## config.mk

```make
export PLATFORM = sky130hd
export DESIGN_NAME = line_buffer_loader
export DESIGN_NICKNAME = d
export VERILOG_FILES = /design/src/rtl/line_buffer_loader_pkg.sv /design/src/rtl/lbl_addr_gen.sv /design/src/rtl/line_buffer_loader.sv
export SDC_FILE = /design/constraint.sdc
export NUM_CORES = 1
export LEC_CHECK = 0
export ABC_AREA = 1
export CAP_MARGIN = 20
export CORE_MARGIN = 2
export CORE_UTILIZATION = 40
export DETAILED_ROUTE_END_ITERATION = 12
export MAX_ROUTING_LAYER = met4
export PLACE_DENSITY = 0.71
export SLEW_MARGIN = 10
export SYNTH_ARGS = -nofsm -noshare
export SYNTH_HDL_FRONTEND = slang
export SYNTH_SLANG_ARGS = --single-unit
```

## constraint.sdc

```tcl
create_clock -name clk -period 2.9 [get_ports clk]
set_clock_uncertainty 0.05 [all_clocks]
set_input_delay 0.435 -clock clk [delete_from_list [all_inputs] [get_ports clk]]
set_output_delay 0.435 -clock clk [all_outputs]
set_load 0.01 [all_outputs]
```

## src/rtl/line_buffer_loader_pkg.sv

```systemverilog
// rtl/line_buffer_loader_pkg.sv - shared types, constants and helpers for the line buffer loader
package line_buffer_loader_pkg;

    localparam int LB_COLS  = 28;
    localparam int IMG_ROWS = 28;

    typedef enum logic [2:0] {
        IDLE,
        RD0,
        RD1,
        RD2,
        WR,
        READY,
        FIN
    } lbl_state_t;

    // A stride of zero would never advance the stripe, so it is treated as one.
    function automatic logic [1:0] normalize_stride(input logic [1:0] stride);
        return (stride == 2'd0) ? 2'd1 : stride;
    endfunction

endpackage

```

## src/rtl/lbl_addr_gen.sv

```systemverilog
// rtl/lbl_addr_gen.sv - row-base/column counters and incremental image address generator
module lbl_addr_gen #(
    parameter int COLS     = 28,
    parameter int NUM_ROWS = 28,
    parameter int ADDR_W   = 10
) (
    input  logic              clk,
    input  logic              rst,
    input  logic              load,
    input  logic [1:0]        stride_n,
    input  logic              addr_inc,
    input  logic              col_adv,
    input  logic              row_adv,
    output logic [ADDR_W-1:0] addr,
    output logic              last_col,
    output logic              last_stripe
);

    localparam int CW = $clog2(COLS);
    localparam int RW = $clog2(NUM_ROWS) + 2;
    localparam logic [ADDR_W-1:0] COLS_X1 = ADDR_W'(COLS);
    localparam logic [ADDR_W-1:0] COLS_X2 = ADDR_W'(2 * COLS);

    logic [CW-1:0]     col;
    logic [RW-1:0]     base_row;
    logic [1:0]        stride_q;
    logic [ADDR_W-1:0] base_addr;
    logic [ADDR_W-1:0] col_addr;
    logic [ADDR_W-1:0] row_step;
    logic [ADDR_W-1:0] next_base;

    // col_addr tracks base_addr+col so the next column's RD0 address is a single increment.
    assign next_base   = base_addr + row_step;
    assign last_col    = (col == CW'(COLS - 1));
    assign last_stripe = (base_row + RW'(stride_q) + RW'(2)) > RW'(NUM_ROWS - 1);

    // Counter and address registers; the row step (stride*COLS) is built from shifted adds.
    always_ff @(posedge clk or negedge rst) begin
        if (!rst) begin
            col       <= '0;
            base_row  <= '0;
            stride_q  <= '0;
            base_addr <= '0;
            col_addr  <= '0;
            row_step  <= '0;
            addr      <= '0;
        end else if (load) begin
            col       <= '0;
            base_row  <= '0;
            stride_q  <= stride_n;
            base_addr <= '0;
            col_addr  <= '0;
            row_step  <= (stride_n[1] ? COLS_X2 : '0) + (stride_n[0] ? COLS_X1 : '0);
            addr      <= '0;
        end else if (row_adv) begin
            col       <= '0;
            base_row  <= base_row + RW'(stride_q);
            base_addr <= next_base;
            col_addr  <= next_base;
            addr      <= next_base;
        end else if (col_adv) begin
            col       <= col + CW'(1);
            col_addr  <= col_addr + ADDR_W'(1);
            addr      <= col_addr + ADDR_W'(1);
        end else if (addr_inc) begin
            addr      <= addr + COLS_X1;
        end
    end

endmodule

```

## src/rtl/line_buffer_loader.sv

```systemverilog
// rtl/line_buffer_loader.sv - loads 3-row stripes from image memory into the convolve line buffer
module line_buffer_loader
    import line_buffer_loader_pkg::*;
#(
    parameter int BIT_DEPTH = 8,
    parameter int COLS      = LB_COLS,
    parameter int IMG_ROWS  = line_buffer_loader_pkg::IMG_ROWS,
    parameter int ADDR_W    = 10
) (
    input  logic                 clk,
    input  logic                 rst,
    input  logic                 start,
    input  logic [1:0]           stride,
    input  logic                 row_done,
    output logic                 img_rd_en,
    output logic [ADDR_W-1:0]    img_rd_addr,
    input  logic [BIT_DEPTH-1:0] img_rd_data,
    output logic                 lb_wr_en,
    output logic [BIT_DEPTH-1:0] lb_data_r1,
    output logic [BIT_DEPTH-1:0] lb_data_r2,
    output logic [BIT_DEPTH-1:0] lb_data_r3,
    output logic                 stripe_valid,
    output logic                 busy,
    output logic                 done
);

    lbl_state_t state;
    lbl_state_t state_nxt;

    logic load;
    logic addr_inc;
    logic col_adv;
    logic row_adv;
    logic last_col;
    logic last_stripe;

    lbl_addr_gen #(
        .COLS     (COLS),
        .NUM_ROWS (IMG_ROWS),
        .ADDR_W   (ADDR_W)
    ) u_addr_gen (
        .clk         (clk),
        .rst         (rst),
        .load        (load),
        .stride_n    (normalize_stride(stride)),
        .addr_inc    (addr_inc),
        .col_adv     (col_adv),
        .row_adv     (row_adv),
        .addr        (img_rd_addr),
        .last_col    (last_col),
        .last_stripe (last_stripe)
    );

    assign img_rd_en = (state == RD0) || (state == RD1) || (state == RD2);
    assign busy      = (state != IDLE);
    assign done      = (state == FIN);

    // State register.
    always_ff @(posedge clk or negedge rst) begin
        if (!rst) begin
            state <= IDLE;
        end else begin
            state <= state_nxt;
        end
    end

    // Next-state logic and counter strobes toward the address generator.
    always_comb begin
        state_nxt = state;
        load      = 1'b0;
        addr_inc  = 1'b0;
        col_adv   = 1'b0;
        row_adv   = 1'b0;
        case (state)
            IDLE: begin
                if (start) begin
                    load      = 1'b1;
                    state_nxt = RD0;
                end
            end
            RD0: begin
                addr_inc  = 1'b1;
                state_nxt = RD1;
            end
            RD1: begin
                addr_inc  = 1'b1;
                state_nxt = RD2;
            end
            RD2: begin
                state_nxt = WR;
            end
            WR: begin
                if (last_col) begin
                    state_nxt = READY;
                end else begin
                    col_adv   = 1'b1;
                    state_nxt = RD0;
                end
            end
            READY: begin
                if (row_done) begin
                    if (last_stripe) begin
                        state_nxt = FIN;
                    end else begin
                        row_adv   = 1'b1;
                        state_nxt = RD0;
                    end
                end
            end
            FIN: begin
                state_nxt = IDLE;
            end
            default: begin
                state_nxt = IDLE;
            end
        endcase
    end

    // Capture each row's pixel one cycle after its read, then strobe the column into the buffer.
    always_ff @(posedge clk or negedge rst) begin
        if (!rst) begin
            lb_data_r1   <= '0;
            lb_data_r2   <= '0;
            lb_data_r3   <= '0;
            lb_wr_en     <= 1'b0;
            stripe_valid <= 1'b0;
        end else begin
            if (state == RD1) begin
                lb_data_r1 <= img_rd_data;
            end
            if (state == RD2) begin
                lb_data_r2 <= img_rd_data;
            end
            if (state == WR) begin
                lb_data_r3 <= img_rd_data;
            end
            lb_wr_en     <= (state == WR);
            stripe_valid <= (state == READY) && (state_nxt == READY);
        end
    end

endmodule
```

* After elaboration in Yosys (flattened, before gate mapping)
Index checks and enable logic that the tools add are counted.
** Operators by class
- $add $sub $neg :: 7
- Multiply operators :: 0
- Divide/modulo/power cells :: 0
- Order comparisons :: 1
- Equal/unequal tests :: 8
- Shifts and indexed selects :: 0
- Multiplexer cells :: 30
- Bitwise operators :: 0
- Reduce and logical (&&, ||, !) cells :: 10
** Operators by type and width (number)
- $mux W10 :: 9
- $add A10 B10 Y10 :: 2
- $mux W5 :: 4
- $pmux W3 S6 :: 1
- $mux W7 :: 2
- $eq A3 B3 Y1 const B :: 4
- $mux W3 :: 4
- $add A10 B1 Y10 const B :: 1
- $add A10 B5 Y10 const B :: 1
- $mux W1 :: 8
- $add A7 B2 Y7 :: 1
- $add A7 B2 Y7 const B :: 1
- $gt A7 B5 Y1 const B :: 1
- $eq A3 B2 Y1 const B :: 2
- $mux W6 :: 1
- $reduce_bool A3 Y1 :: 2
- $add A5 B1 Y5 const B :: 1
- $eq A5 B5 Y1 const B :: 1
- $reduce_bool A4 Y1 :: 1
- $eq A3 B1 Y1 const B :: 1
- $logic_not A3 Y1 :: 1
- $logic_not A2 Y1 :: 1
- $logic_or A1 B1 Y1 :: 2
- $mux W2 :: 1
- other kinds (3) :: 3
** Storage, ports and cells
- Register bits after elaboration :: 83
- Latch bits :: 0
- RAM bits :: 0
- ROM bits :: 0
- Input port bits :: 14
- Output and inout bits :: 39
- Word-level logic and storage cells :: 69
- Memories :: 0

* Logic depth before layout (Yosys ltp)
Gate-level depths: netlist (run 1).
- Depth in word-level cells :: 8
- Mapped depth :: 19

* Modules after synthesis
Synthesis (run 1) repeated with hierarchy kept, for this count alone.
** Unflattened totals
- Cell total of the unflattened synthesis :: 535
- Area, all modules :: 4334.2 µm²
** By module, submodules not included
- lbl_addr_gen :: instances 1, cells an instance 408, area each 3009.1 µm²
- line_buffer_loader :: instances 1, cells an instance 127, area each 1325.0 µm²

* Least setup slack after synthesis (run 1)
Ideal clock, no wire load.
- Path type :: reg-to-reg
- From :: register u_addr_gen.stride_q[0]
- To :: register u_addr_gen.col_addr[6]
- Library setup time :: 0.117 ns
- Data arrival time :: 2.542 ns
- Path slack :: 0.190 ns
- Stages on the path, launching flop included :: 19
- Buffers on the path :: 2
- Period minus slack after synthesis :: 2.710 ns
- Cell sequence :: dfrtp_1 -> ha_1 -> fa_1 -> inv_1 -> nand2_2 -> nand2_4 -> inv_1 -> ha_1 -> a31o_2 -> nand3_1 -> nor2_1 -> nor2_2 -> nand3_2 -> buf_6 -> nand2_4 -> inv_2 -> buf_6 -> nand2_1 -> nand2_1
** Between the ends
- Cells in the longest elaborated chain, start to end :: 8
- Elaborated cells between the ends (all ways) :: 9
- Classes of those cells :: 2 x add/sub; 1 x order compare; 5 x mux; 1 x reduce/logical
** Ends and longest elaborated chain
- start, declared :: line lbl_addr_gen.sv:26 : logic [1:0] stride_q;
- start signal, assigned :: line lbl_addr_gen.sv:50 : stride_q <= stride_n;
- $add A7 B2 Y7 (*) (2 in series) :: line lbl_addr_gen.sv:35 : assign last_stripe = (base_row + RW'(stride_q) + RW'(2)) > RW'(NUM_ROWS - 1);
- $gt A7 B5 Y1 (*) :: line lbl_addr_gen.sv:35
- $mux W1 (*) :: line line_buffer_loader.sv:102 : if (last_stripe) begin
- $mux W1 (*) :: line line_buffer_loader.sv:101 : if (row_done) begin
- $mux W1 (*) :: line line_buffer_loader.sv:74 : case (state)
- $mux W10 :: line lbl_addr_gen.sv:55 : end else if (row_adv) begin
- $mux W10 :: line lbl_addr_gen.sv:47 : end else if (load) begin
- end signal, assigned :: line lbl_addr_gen.sv:59 : col_addr <= next_base;
- end signal, assigned :: line lbl_addr_gen.sv:63 : col_addr <= col_addr + ADDR_W'(1);
- end, declared :: line lbl_addr_gen.sv:28 : logic [ADDR_W-1:0] col_addr;
Mark *: on every way between the ends. The rest lies on a longest branch, timed or not.
A chain may end at the register's enable or synchronous reset.

* Final worst setup path (run 1)
- From :: register u_addr_gen.base_row[0]
- To :: register u_addr_gen.addr[4]
** Between the ends
- Cells in the longest elaborated chain, start to end :: 8
- Elaborated cells between the ends (all ways) :: 9
- Classes of those cells :: 2 x add/sub; 1 x order compare; 5 x mux; 1 x reduce/logical
** Ends and longest elaborated chain
- start, declared :: line lbl_addr_gen.sv:25 : logic [RW-1:0] base_row;
- start signal, assigned :: line lbl_addr_gen.sv:57 : base_row <= base_row + RW'(stride_q);
- $add A7 B2 Y7 (*) (2 in series) :: line lbl_addr_gen.sv:35
- $gt A7 B5 Y1 (*) :: line lbl_addr_gen.sv:35
- $mux W1 (*) :: line line_buffer_loader.sv:102
- $mux W1 (*) :: line line_buffer_loader.sv:101
- $mux W1 (*) :: line line_buffer_loader.sv:74
- $mux W10 :: line lbl_addr_gen.sv:55
- $mux W10 :: line lbl_addr_gen.sv:47
- end signal, assigned :: line lbl_addr_gen.sv:60 : addr <= next_base;
- end signal, assigned :: line lbl_addr_gen.sv:64 : addr <= col_addr + ADDR_W'(1);
- end signal, assigned :: line lbl_addr_gen.sv:66 : addr <= addr + COLS_X1;
- end, declared :: line lbl_addr_gen.sv:14 : output logic [ADDR_W-1:0] addr,
Marks and branches as above.

==> flow_summary.toml, run 1 <==
[timing]
setup-violations-final = 0
post-route-min-period_ns = 2.82
finalHoldViolCount = 0
maxSlewHeadroom = 0.546
timing.final.ws_setup_ns = 0.0794
maxSlewViolCount = 0
fin_crit_sh = 0.973
worst_slew_pin_slew_ns = 0.674
timing.fmax_mhz = 355

[power]
areal_power_density_over_the_cells_nw_per_um2 = 1060
cellLeakagePower_nw = 2.40
report.power.total_mw = 5.26
seqPwrFrac = 0.336
share_comb_of_total_power = 0.516
cellInternalPower_mw = 2.99
switchingPower_mw = 2.26
share_of_total_power_in_the_clock_network = 0.148
ir_worst_vdd_uv = 375
switching_share = 0.431

[yosys]
synth_enable_flop_cells = 0
yosys.cell_count.top_type = "sky130_fd_sc_hd__nand2_1"
synth_top_area_cell = "sky130_fd_sc_hd__dfrtp_1"
postSynthAreaPerCell_um2 = 8.24
synth-seq-cells = 75
sequential_to_total_area_share_from_yosys_stat = 0.472
fraction_of_post_synthesis_cell_area_in_the_top_cell_type_by_area = 0.472
netlist_top_cells_count = "155 x sky130_fd_sc_hd__nand2_1, 75 x sky130_fd_sc_hd__dfrtp_1, 45 x sky130_fd_sc_hd__inv_1"
netlist_top_cells_area = "sky130_fd_sc_hd__dfrtp_1 47%, sky130_fd_sc_hd__nand2_1 15%, sky130_fd_sc_hd__nand3_1 5.0%"
dominantRegCellSynth = "sky130_fd_sc_hd__dfrtp_1"
netlist_area_um2 = 3980
yosys_warnings = 0
synth_cell_type_count = 36
synth.net_count = 511
post_synth_inst_count = 483
async_flop_share = 1.00

[critical_path]
timing_worst_setup_path_type = "reg2reg"
critical_path_required_ns = 3.16
critPathLaunchType = "register"
r2r-start = "u_addr_gen.base_row[0]$_DFFE_PN0P_"
minimum_setup_slack_among_reg_to_reg_paths_ns = 0.08
timing.reg2reg.worst_path_depth = 17
crit_fanout = 15
crit_arrival_ns = 3.08
worst_setup_path_end_kind = "register"
timing.rr.end = "u_addr_gen.addr[4]$_DFFE_PN0P_"

[drt]
totalWireLength_um = 9640
dr.pass1.iters = 6
viasPerCell = 5.03
num_vias = 3463
drt_drc_violations_left = 0
ant_nets = 0
avgRoutedWirePerCell_um = 14.0
drt_initial_violations = 197

[global_route]
first_global_vias = 3450
grt_most_used_layer = "met2"
groute.layer.met1.usage = 0.234
maximum_number_of_pins_on_one_net_before_global_route_repair = 34
global_routing_usage_on_met2 = 0.315
met3_grt_util = 0.0428
initial_antenna_violation_count = 0
grt_first_pass_wirelength_um = 16300
overflow = 0
globalRouteTotalUtil = 0.191

[clock_network]
tritoncts.num_buffers = 9
numClockSinks = 75
ctsLongestPathBuffers = 2
clock_latency_ns = 0.36
tritoncts = "built"
number_of_levels_the_h_tree_was_split_into = 3
root_buffer = "sky130_fd_sc_hd__clkbuf_8"
path_clk_slew_ns = 0.09

[flow_run]
cap_violations = 0

[die]
ios = 53
floorplan.die.width_um = 104
fp.dieArea_um2 = 10800
coreArea_um2 = 9730
rows = 36
die-height_um = 104
initial_utilization = 0.409

[finish]
layout.nets = 579
fillCellCount = 948
post_layout_nonfiller_instances = 689
layout-drive-gt1-share = 0.110
syn_to_final_growth_pct = 25.1
diodes = 0
stdcell_area_um2 = 4970
fin_util = 0.511
seqCellArea_um2 = 1880
multi_input_area_um2 = 1870

[hold_path]
worstHoldPathType = "reg2reg"
timing.hold.worst.start = "u_addr_gen.row_step[4]$_DFFE_PN0P_"
holdPathStages = 1
holdPathEnd = "u_addr_gen.row_step[4]$_DFFE_PN0P_"

[status]
run_status = "finished, final reports clean"

[placed_design]
placedCellCount = 665
place_ws_ns = -0.0295
place.port_buffers = 52
dpl_cell_area_um2 = 4640
globalplace.congestion = 0.838
dp.final_hpwl_um = 6890
-- power by group through the flow --
stage	sequential (mW)	clock [mW]	combinational, mW
CTS	1.76	0.794	2.57
global route	1.81	0.842	3.02
global placement	1.76	0	2.48
finish	1.77	0.777	2.72
detailed placement	1.77	0	2.54
floorplan	1.82	0	1.53
-- routing by layer --
metal  wire [um]  vias to the layer above
li1            -                     1707
met1        4270                     1648
met2        4750                       80
met3         368                       28
met4         252                        0
met5           0                        -
-- cell families after synthesis --
kind of cell    count (synthesis)  share of synthesized area
fa+ha+maj                      14                     0.0478
xor+xnor                       16                     0.0352
buf+inv                        63                     0.0727
compound gates                 69                     0.0975
flops                          75                      0.472
simple gates                  246                      0.275
-- cell usage in the layout (no fill, tap or decap), types with 2 or more instances in the layout --
cell type and count:
sky130_fd_sc_hd__nand2_1 153, sky130_fd_sc_hd__dfrtp_1 75, sky130_fd_sc_hd__clkdlybuf4s50_1 51, sky130_fd_sc_hd__inv_1 44
sky130_fd_sc_hd__nand3_1 39, sky130_fd_sc_hd__o21ai_0 39, sky130_fd_sc_hd__nor2_1 17, sky130_fd_sc_hd__buf_4 12
sky130_fd_sc_hd__xor2_1 11, sky130_fd_sc_hd__ha_1 11, sky130_fd_sc_hd__nand4_1 10, sky130_fd_sc_hd__a21oi_1 10
sky130_fd_sc_hd__clkbuf_8 10, sky130_fd_sc_hd__o21a_1 9, sky130_fd_sc_hd__nor3_1 5, sky130_fd_sc_hd__o22ai_1 5
sky130_fd_sc_hd__xnor2_1 5, sky130_fd_sc_hd__inv_2 4, sky130_fd_sc_hd__nor2_2 4, sky130_fd_sc_hd__nand3_2 4
sky130_fd_sc_hd__nand2_2 3, sky130_fd_sc_hd__inv_6 3, sky130_fd_sc_hd__clkinvlp_4 3, sky130_fd_sc_hd__buf_12 3
sky130_fd_sc_hd__nand2_4 2, sky130_fd_sc_hd__nor2_4 2, sky130_fd_sc_hd__nand3_4 2, sky130_fd_sc_hd__or2_2 2
sky130_fd_sc_hd__o22a_1 2, sky130_fd_sc_hd__o21ai_1 2
-- how the worst max path moves through the flow --
stage	startpoint	to	slack [ns]	cells past startpoint
2_1_floorplan	u_addr_gen.stride_q[0]$_DFFE_PN0P_	u_addr_gen.col_addr[6]$_DFFE_PN0N_	0.19	18
3_3_place_gp	u_addr_gen.stride_q[0]$_DFFE_PN0P_	u_addr_gen.addr[1]$_DFFE_PN0P_	0.06	17
3_5_place_dp	u_addr_gen.stride_q[0]$_DFFE_PN0P_	u_addr_gen.addr[1]$_DFFE_PN0P_	-0.03	17
4_1_cts	u_addr_gen.stride_q[0]$_DFFE_PN0P_	u_addr_gen.addr[1]$_DFFE_PN0P_	0.03	17
5_1_grt	u_addr_gen.base_row[0]$_DFFE_PN0P_	u_addr_gen.addr[4]$_DFFE_PN0P_	-0.06	17
6_report	u_addr_gen.base_row[0]$_DFFE_PN0P_	u_addr_gen.addr[4]$_DFFE_PN0P_	0.08	17
-- sequential cells by signal, summed over array words and instances, names as in the netlist --
| name | flops |
|---|---|
| lb_data_r1 | 8 |
| lb_data_r2 | 8 |
| lb_data_r3 | 8 |
| lb_wr_en | 1 |
| state | 3 |
| stripe_valid | 1 |
| u_addr_gen.addr | 10 |
| u_addr_gen.base_addr | 8 |
| u_addr_gen.base_row | 7 |
| u_addr_gen.col | 5 |
| u_addr_gen.col_addr | 10 |
| u_addr_gen.row_step | 4 |
| u_addr_gen.stride_q | 2 |
-- cell type report --
type | count | share of cell area
well taps | 133 | 0.0335
flip-flops and latches | 75 | 0.377
multi-input cells | 346 | 0.376
clock buffers | 10 | 0.0277
repair buffers | 68 | 0.136
inverters | 51 | 0.0400
clock inverters | 6 | 0.00981
-- through the flow --
| step | TNS [ns] | hold slack (ns) |
|---|---|---|
| floorplan | 0 | 0.0894 |
| global placement | 0 | 0.381 |
| detailed placement | -0.0399 | 0.383 |
| CTS | 0 | 0.435 |
| global route | -0.424 | 0.462 |
| finish | 0 | 0.440 |
-- critical path, stage by stage (launching register included) --
cell and delay, ns:
sky130_fd_sc_hd__dfrtp_1 0.42, sky130_fd_sc_hd__ha_4 0.19, sky130_fd_sc_hd__fa_2 0.38, sky130_fd_sc_hd__inv_2 0.06
sky130_fd_sc_hd__nand2_2 0.05, sky130_fd_sc_hd__nand2_4 0.08, sky130_fd_sc_hd__inv_1 0.05, sky130_fd_sc_hd__ha_1 0.27
sky130_fd_sc_hd__a31o_2 0.21, sky130_fd_sc_hd__nand3_1 0.07, sky130_fd_sc_hd__nor2_1 0.05, sky130_fd_sc_hd__nor2_2 0.16
sky130_fd_sc_hd__nand3_4 0.12, sky130_fd_sc_hd__buf_12 0.17, sky130_fd_sc_hd__buf_12 0.14, sky130_fd_sc_hd__nand2_1 0.10
sky130_fd_sc_hd__nand3_1 0.12, sky130_fd_sc_hd__nand2_1 0.07
-- timing repair --
item                                   in CTS  in global routing
buffers inserted                            0                  6
setup endpoints to repair                   6                 37
hold buffers                                1                  0
pin swaps                                   0                  4
endpoints found under the hold margin      22                  0
gates resized for setup                     1                 12
gates cloned                                0                  1
Note: power is estimated with default switching activity, not from simulation.
==> inputs of run 2 (changes only) <==
ABC_AREA = unset   (was 1)
SKIP_CTS_REPAIR_TIMING = 1   (was unset)
==> run 2 against run 1 <==
The flow now finishes with violations (negative setup slack). Wire length shrank 0.58%. Sequential share of layout area shrank 3.3 points. Critical path depth shrank 6. Combinational power grew 3%. Fmax shrank 5.4%. Clock power grew 5.5%. Count of clock-buffer cells in the layout is the same. Non-clock buffer count grew 19. Total power grew 2.0%. Utilization grew 4.5 points. Via count shrank 8.1%.
==> flow_summary.toml, run 2 <==
[status]
run_status = "complete, but fails checks"
violations_in_the_final_reports = "negative setup slack"

[drt]
dr.pass1.iters = 4
drt_drc_violations_left = 0
totalWireLength_um = 9580
ant_nets = 0
drt_initial_violations = 143
avgRoutedWirePerCell_um = 15.9
viasPerCell = 5.30
num_vias = 3184

[timing]
setup-violations-final = 27
fin_crit_sh = 1.03
finalHoldViolCount = 0
timing.final.ws_setup_ns = -0.0822
maxSlewViolCount = 0
worst_slew_pin_slew_ns = 0.952
timing.fmax_mhz = 335
tns_ns = -1.23
post-route-min-period_ns = 2.98
maxSlewHeadroom = 0.366
grt_setup_unrepaired = "yes"

[clock_network]
ctsLongestPathBuffers = 2
tritoncts.num_buffers = 9
number_of_levels_the_h_tree_was_split_into = 3
tritoncts = "built"
numClockSinks = 75
root_buffer = "sky130_fd_sc_hd__clkbuf_8"
path_clk_slew_ns = 0.08
clock_latency_ns = 0.35

[finish]
layout-drive-gt1-share = 0.265
fin_util = 0.556
syn_to_final_growth_pct = 34.8
most-common-layout-cells = "75 x sky130_fd_sc_hd__dfrtp_1, 51 x sky130_fd_sc_hd__clkdlybuf4s50_1, 35 x sky130_fd_sc_hd__nand2_1, 26 x sky130_fd_sc_hd__nor2_1, 25 x sky130_fd_sc_hd__mux2_2"
mostFrequentLayoutCell = "sky130_fd_sc_hd__dfrtp_1"
stdcell_area_um2 = 5460
diodes = 0
post_layout_nonfiller_instances = 601
layout.nets = 491
biggestRegsByFlops = "u_addr_gen.addr (10), u_addr_gen.col_addr (10)"
fillCellCount = 866

[yosys]
dominantRegCellSynth = "sky130_fd_sc_hd__dfrtp_1"
async_flop_share = 1.00
postSynthAreaPerCell_um2 = 10.6
netlist_top_cells_count = "75 x sky130_fd_sc_hd__dfrtp_1, 42 x sky130_fd_sc_hd__nand2_1, 28 x sky130_fd_sc_hd__nor2_1"
synth.net_count = 409
fraction_of_post_synthesis_cell_area_in_the_top_cell_type_by_area = 0.464
synth-seq-cells = 75
netlist_top_cells_area = "sky130_fd_sc_hd__dfrtp_1 46%, sky130_fd_sc_hd__mux2_2 7.0%, sky130_fd_sc_hd__nand2_1 3.9%"
yosys_warnings = 0
sequential_to_total_area_share_from_yosys_stat = 0.464
post_synth_inst_count = 381
netlist_area_um2 = 4050
yosys.cell_count.top_type = "sky130_fd_sc_hd__dfrtp_1"
synth_top_area_cell = "sky130_fd_sc_hd__dfrtp_1"
synth_cell_type_count = 58
synth_enable_flop_cells = 0

[placed_design]
place.port_buffers = 52
placedCellCount = 577
globalplace.congestion = 0.824
dp.final_hpwl_um = 6510
place_ws_ns = -0.168
dpl_cell_area_um2 = 4890

[die]
initial_utilization = 0.412
coreArea_um2 = 9820
rows = 36
fp.dieArea_um2 = 10900
die-height_um = 105
floorplan.die.width_um = 105
ios = 53

[global_route]
grt_first_pass_wirelength_um = 15900
maximum_number_of_pins_on_one_net_before_global_route_repair = 76
first_global_vias = 3271
overflow = 0
initial_antenna_violation_count = 0
globalRouteTotalUtil = 0.184

[critical_path]
critPathLaunchType = "register"
critical_path_required_ns = 3.09
worst_setup_path_end_kind = "register"
crit_arrival_ns = 3.18
crit_fanout = 10
timing_worst_setup_path_type = "reg2reg"

[power]
switching_share = 0.377
seqPwrFrac = 0.327
cellInternalPower_mw = 3.34
switchingPower_mw = 2.02
share_comb_of_total_power = 0.520
areal_power_density_over_the_cells_nw_per_um2 = 983
cellLeakagePower_nw = 2.36
ir_worst_vdd_uv = 540
share_of_total_power_in_the_clock_network = 0.153

[hold_path]
worstHoldPathType = "in2async"

[flow_run]
cap_violations = 0
==> run 2: power by group through the flow <==
stage	clock network (mW)	registers (mW)	logic [mW]
finish	0.820	1.75	2.79
global route	0.900	1.81	3.05
detailed placement	0	1.76	2.49
global placement	0	1.74	2.43
CTS	0.850	1.75	2.51
floorplan	0	1.78	1.42
==> run 2: worst paths after layout <==
| kind | cells past startpoint | from | slack, ns | end |
|---|---|---|---|---|
| setup / recovery | 11 | u_addr_gen.stride_q[0]$_DFFE_PN0P_ | -0.08 | u_addr_gen.addr[5]$_DFFE_PN0P_ |
| hold reg to reg | 1 | u_addr_gen.addr[0]$_DFFE_PN0P_ | 0.43 | u_addr_gen.addr[0]$_DFFE_PN0P_ |
| hold / removal | 1 | rst | 0.19 | lb_data_r1[3]$_DFFE_PN0N_ |
| max in group asynchronous | 1 | rst | 2.01 | u_addr_gen.base_row[6]$_DFFE_PN0P_ |
| setup reg to reg | 11 | u_addr_gen.stride_q[0]$_DFFE_PN0P_ | -0.08 | u_addr_gen.addr[5]$_DFFE_PN0P_ |
| min in group clk | 1 | u_addr_gen.addr[0]$_DFFE_PN0P_ | 0.43 | u_addr_gen.addr[0]$_DFFE_PN0P_ |
==> run 2: through the flow <==
| stage | hold WS (ns) | total power [mW] |
|---|---|---|
| final | 0.193 | 5.36 |
| after global routing | 0.252 | 5.76 |
| after CTS | 0.213 | 5.11 |
| after detailed placement | 0.414 | 4.26 |
| after global placement | 0.411 | 4.17 |
| after floorplan | 0.0894 | 3.20 |
==> run 2: area by class of cell <==
cell class | count | area [um^2] | area share
Multi-Input combinational cell | 281 | 2310 | 0.423
Sequential cell | 75 | 1880 | 0.344
Timing Repair Buffer | 87 | 871 | 0.160
Tap cell | 133 | 166 | 0.0305
Clock buffer | 10 | 138 | 0.0252
Clock inverter | 6 | 65.1 | 0.0119
Inverter | 9 | 33.8 | 0.00619
==> run 2: layer usage <==
layer  routed length, um  vias up  GRT usage
li1                    -     1515          -
met5                   0        -          -
met2                4720       66      0.296
met1                4440     1595      0.237
met3                 308        8     0.0356
met4                 112        0     0.0552
==> run 2: cell families after synthesis <==
logic type / synth area share
buffers and inverters: 0.0294
flip-flops: 0.464
multiplexers: 0.105
adder cells (fa/ha/maj): 0.0470
XOR/XNOR: 0.0754
AO/OA/AOI/OAI: 0.123
AND/OR/NAND/NOR: 0.156
==> run 2: critical path: stages, from the launching register on <==
cell and delay (ns):
sky130_fd_sc_hd__dfrtp_1 0.40, sky130_fd_sc_hd__ha_2 0.20, sky130_fd_sc_hd__fa_2 0.42, sky130_fd_sc_hd__xor2_4 0.20
sky130_fd_sc_hd__ha_4 0.30, sky130_fd_sc_hd__a31oi_4 0.03, sky130_fd_sc_hd__buf_4 0.15, sky130_fd_sc_hd__o41ai_4 0.32
sky130_fd_sc_hd__or3_4 0.27, sky130_fd_sc_hd__clkbuf_16 0.19, sky130_fd_sc_hd__o311ai_1 0.09, sky130_fd_sc_hd__a31o_2 0.25
==> inputs of run 3 (changes only) <==
SLEW_MARGIN = unset   (was 10)
==> results of run 3 <==
The final DEF is identical to that of run 2; final timing and power are the same.
